<file path="src/rtl/fetch_stage.sv">
// IF stage of the pipelined LEGv8 core: PC register, next-PC selection and IF/ID register.
// Optional macro HALT_DETECT_EN adds a sticky 'halted' output that freezes fetch on CBZ XZR,#0.
module fetch_stage #(
  parameter int          N      = 64,
  parameter int          ADDR_W = 7,
  parameter logic [31:0] NOP    = 32'h8b1f03ff
) (
  input  logic              clk,
  input  logic              reset,
  input  logic              stall,
  input  logic              PCSrc,
  input  logic [N-1:0]      PCBranch,
  output logic [ADDR_W-1:0] imem_addr,
  input  logic [31:0]       imem_q,
  output logic [N-1:0]      IF_ID_pc,
  output logic [31:0]       IF_ID_instr,
  output logic              IF_ID_valid
`ifdef HALT_DETECT_EN
  ,
  output logic              halted
`endif
);

  logic [N-1:0] pc;
  logic         hold;

  // Word address wraps modulo the memory size; the PC itself keeps counting.
  assign imem_addr = pc[ADDR_W+1:2];

`ifdef HALT_DETECT_EN
  localparam logic [31:0] HALT_INSTR = 32'hb400001f;

  logic halt_capture;

  assign hold         = stall | halted;
  assign halt_capture = (imem_q == HALT_INSTR);

  always_ff @(posedge clk) begin
    if (reset) begin
      halted <= 1'b0;
    end else if (PCSrc) begin
      halted <= 1'b0;
    end else if (!hold && halt_capture) begin
      halted <= 1'b1;
    end
  end
`else
  assign hold = stall;
`endif

  // NOTE: sequential state uses non-blocking assignments so every register
  // samples pre-edge values; the if/else chain encodes reset > PCSrc > stall.
  always_ff @(posedge clk) begin
    if (reset) begin
      pc          <= '0;
      IF_ID_pc    <= '0;
      IF_ID_instr <= NOP;
      IF_ID_valid <= 1'b0;
    end else if (PCSrc) begin
      pc          <= {PCBranch[N-1:2], 2'b00};
      IF_ID_pc    <= '0;
      IF_ID_instr <= NOP;
      IF_ID_valid <= 1'b0;
    end else if (!hold) begin
      pc          <= pc + N'(4);
      IF_ID_pc    <= pc;
      IF_ID_instr <= imem_q;
      IF_ID_valid <= 1'b1;
    end
  end

endmodule

</file>
<file path="config.mk">
export PLATFORM = sky130hd
export DESIGN_NAME = fetch_stage
export DESIGN_NICKNAME = d
export VERILOG_FILES = /design/src/rtl/fetch_stage.sv
export SDC_FILE = /design/constraint.sdc
export NUM_CORES = 1
export LEC_CHECK = 0
export ABC_AREA = 1
export BUFFER_PORTS_ARGS = -buffer_cell sky130_fd_sc_hd__buf_2
export CAP_MARGIN = 0
export CORE_MARGIN = 10
export CORE_UTILIZATION = 30
export CTS_BUF_LIST = sky130_fd_sc_hd__clkbuf_8
export CTS_CLUSTER_DIAMETER = 40
export CTS_CLUSTER_SIZE = 30
export DETAILED_ROUTE_END_ITERATION = 16
export PLACE_DENSITY_LB_ADDON = 0.08
export SLEW_MARGIN = 20
export SYNTH_ARGS = -nofsm -noshare
export SYNTH_HDL_FRONTEND = slang
export SYNTH_SLANG_ARGS = --single-unit
</file>
<file path="constraint.sdc">
create_clock -name clk -period 2.4 [get_ports clk]
set_input_delay 0.36 -clock clk [delete_from_list [all_inputs] [get_ports clk]]
set_output_delay 0.36 -clock clk [all_outputs]
set_load 0.01 [all_outputs]
</file>
After elaboration in Yosys (flattened, before gate mapping)

Index checks and enable logic that the tools add are counted.

Logic and storage cells: 10
Flip-flop bits (word level): 161
Output and inout bits: 104
Input bits: 100

Add/sub/neg operators: 1
Equality and inequality tests: 1
Reduce and logical (&&, ||, !) cells: 1
Multiplexer cells: 2

Operators by type and width:

| operator              | count |
|---|---|
| $mux 64               | 2 |
| $add 64x3->64 const B | 1 |
| $ne 2x1->1 const B    | 1 |
| $reduce_or 2->1       | 1 |

Depth between registers and ports, before layout

Word-level depth: 3
Depth in mapped cells: 12
Gate-level depth less buffers: 12

Worst setup path after synthesis

OpenSTA, ideal clock, no wires.

Path kind: register to register
Start point: register pc[3]
End point: register pc[62]
Library setup time: 109 ps
Period minus slack after synthesis: 1,532 ps
Setup slack: 868 ps
Stages on the path, launching flop included: 13
Data required time: 2,291 ps
Arrival: 1,423 ps
Path buffers: 0
Path through: dfxtp_1 ha_1 nand2_2 nor2_4 nand2_2 nor2_2 nand2_1 nor2_1 nand3_1 nand2_1 nand3_1 nand2_1 inv_1

Word-level cells in the longest chain between the ends: 3

RTL lines:

| element                | RTL line | source |
|---|---|---|
| from (decl)            | 24       | `logic [N-1:0] pc;` |
| from (signal assigned) | 60       | `pc <= {PCBranch[N-1:2], 2'b00};` |
| from (signal assigned) | 65       | `pc <= pc + N'(4);` |
| $add 64x3->64          | 65       |  |
| $mux 64                | 64       | `end else if (!hold) begin` |
| $mux 64                | 59       | `end else if (PCSrc) begin` |

Every way passes these cells. The select of a mux whose other input is x is not followed.
A chain may end at the register's enable or synchronous reset.

Final worst setup path

Start point: register pc[3]
End point: register pc[46]

The elaborated chain is that of the path after synthesis.

==> flow_metrics.tcl <==
set metrics [dict create \
    worstPathArrival_ps 2220 \
    clkLatencyLatePin_ps 470 \
    seq_area_frac_synth 0.397 \
    yosysTopAreaCellShare 0.397 \
    dr.pass1.iters 7 \
    leakagePower_nw 3.98 \
    io_pins 204 \
    cts_setup_buffers 0 \
    routed_wl_um 28900 \
    cp.required_ps 2720 \
    cts_root_buf "clkbuf_8" \
    grt_max_degree 143 \
    ctsHtreeMaxLevel 4 \
    drtIter0Drc 508 \
    multiInputGateArea_sq_um 4040 \
    final_nets 1463 \
    ctsResizeCount 0 \
    cts_tree "yes" \
    p_per_area_nw_per_um2 585 \
    yosys.area.top_type "dfxtp_1" \
    die_area_sq_um 33300 \
    hold_class "input port to register" \
    antenna_found_initial 1 \
    finalSetupViolCount 0 \
    synthCells 1197 \
    place_congestion 0.874 \
    synth.avg_cell_area_sq_um 6.61 \
    rsz0062_at_grt "no" \
    drive_gt1_frac 0.217 \
    maxSlewViolCount 0 \
    rrSetupSlack_ps 500 \
    hold_viol 0 \
    crit_path_start_kind "register" \
    ant_nets 0 \
    start_util 0.304 \
    fin_crit_ps 1900 \
    grt_pass1_vias 7783 \
    crit_path_end_kind "register" \
    grt_pass1_wl_um 45100 \
    fmax_mhz 526 \
    vias 7929 \
    crit_start "pc[3]" \
    fillers 2909 \
    seq_area_sq_um 3140 \
    drc 0 \
    vias_per_cell 4.63 \
    synth-seq-cells 157 \
    ir_drop_uv 373 \
    relSlewSlack 0.512 \
    final_core_util 0.368 \
    cts_buffer_depth 2 \
    ys_warn_count 0 \
    critPathKind "register to register" \
    fin_crit_sh 0.792 \
    timing.rr.start "pc[3]" \
    wire_per_inst_um 16.9 \
    synth.top_cells.by_area "dfxtp_1 (40%), nand2_1 (16%), a21oi_1 (7.0%)" \
    track_usage 0.171 \
    rows 59 \
    areaGrowthSynthToFinish_pct 21.0 \
    die_x_um 182 \
    tightest_slew_ps 732 \
    numPortBuffers 199 \
    core_area_sq_um 26000 \
    worst-path-max-fanout 6 \
    maxCapViolCount 0 \
    status "finished, final reports clean" \
    synthDistinctLibCells 32 \
    clk_pin_slew_worst_paths_ps 110 \
    grt.overflow.total 0 \
    cts_hold_buffers 0 \
    post-dp-hpwl_um 22000 \
    cts.sinks 157 \
    most-common-layout-cells "nand2_1 (343), buf_2 (199), dfxtp_1 (157), inv_1 (113), a21oi_1 (111)" \
    fin_skew_ps 19.1 \
    fin_ws_ps 499 \
    die_y_um 182 \
    mostFrequentLayoutCell "nand2_1" \
    dp_worst_setup_slack_ps 490 \
    cts_buffers 17 \
    setup_tns_ps 0 \
    hold_start "imem_q[5]" \
    netlist_area_sq_um 7910 \
]
-- critical path, cell delays in order, from the launching register on --
cell	delay [ps]
dfxtp_1	420
ha_1	210
nand2_2	90
nor2_4	130
nand2_2	150
nor2_2	200
nand2_1	200
nor2_1	140
nand2_1	60
nand3_1	80
a21oi_1	60
-- cell type report --
type,count,share of cell area
Multi-Input combinational cell,857,0.422
Sequential cell,157,0.329
Timing Repair Buffer,211,0.115
Inverter,118,0.0466
Tap cell,335,0.0438
Clock buffer,17,0.0245
Clock inverter,15,0.0196
Antenna cell,1,0.000262
-- routing by layer --
metal / vias to the layer above / track usage / share of wire
li1: 4156 / - / -
met2: 159 / 0.283 / 0.46
met4: 0 / 0.0475 / 0.015
met5: - / 0 / 0
met1: 3593 / 0.217 / 0.47
met3: 21 / 0.0374 / 0.047
-- cell families (layout without fill, tap and decap cells) --
logic type               after synthesis  count (layout)  share of synthesized area
AO/OA/AOI/OAI                        241             241                      0.159
other                                  1               3                   0.000474
adder cells (fa/ha/maj)                1               1                    0.00158
AND/OR/NAND/NOR                      591             591                      0.322
XOR/XNOR                              22              22                     0.0244
flip-flops                           157             157                      0.397
buffers and inverters                184             361                     0.0946
-- where the power goes --
group / internal (mW) / leakage (nW) / switching [mW]
logic: 0.236 / 2.49 / 0.403
clock network: 0.891 / 0.205 / 1.24
registers: 2.72 / 1.29 / 0.102
total: 3.85 / 3.98 / 1.75
-- cells in the mapped netlist --
cell type and count:
nand2_2 19, nor2_2 17, a211oi_1 8, xnor2_1 5, nand2_4 3, ha_1 1
buf_4 10, o21ai_1 18, inv_2 5, o211ai_1 1, nor3_1 1, o21ai_0 83
nand3_1 74, nor2_8 2, nor2_1 109, a22o_1 1, o221ai_1 1, nor2_4 6
and2_1 2, buf_2 16, a31oi_1 17, clkbuf_1 34, inv_1 113, a21oi_1 111
nand3b_1 1, nand2_1 343, xor2_1 17, nand4_1 14, buf_1 6, a21oi_2 1
dfxtp_1 157, conb_1 1
-- registers in the layout (all words and copies together) (netlist names) --
name	cells
IF_ID_instr	32
IF_ID_pc	62
pc	62
IF_ID_valid	1
-- worst paths after layout --
| kind | endpoint | cells after the start |
|---|---|---|
| max | pc[46] | 10 |
| min | IF_ID_instr[5] | 3 |
| max reg2reg | pc[46] | 10 |
| min reg2reg | IF_ID_pc[8] | 2 |
-- stage by stage --
stage / instances / instance area [sq um] / hold WS, ps / total power [mW]
floorplan: 1198 / 7910 / 459 / 3.25
global placement: 1678 / 9140 / 445 / 3.53
detailed placement: 1678 / 9140 / 450 / 3.53
CTS: 1710 / 9560 / 40.5 / 5.70
global route: 1711 / 9570 / 50.6 / 5.90
finish: 1711 / 9570 / 76.8 / 5.59
Power figures use the tool's default switching activity.
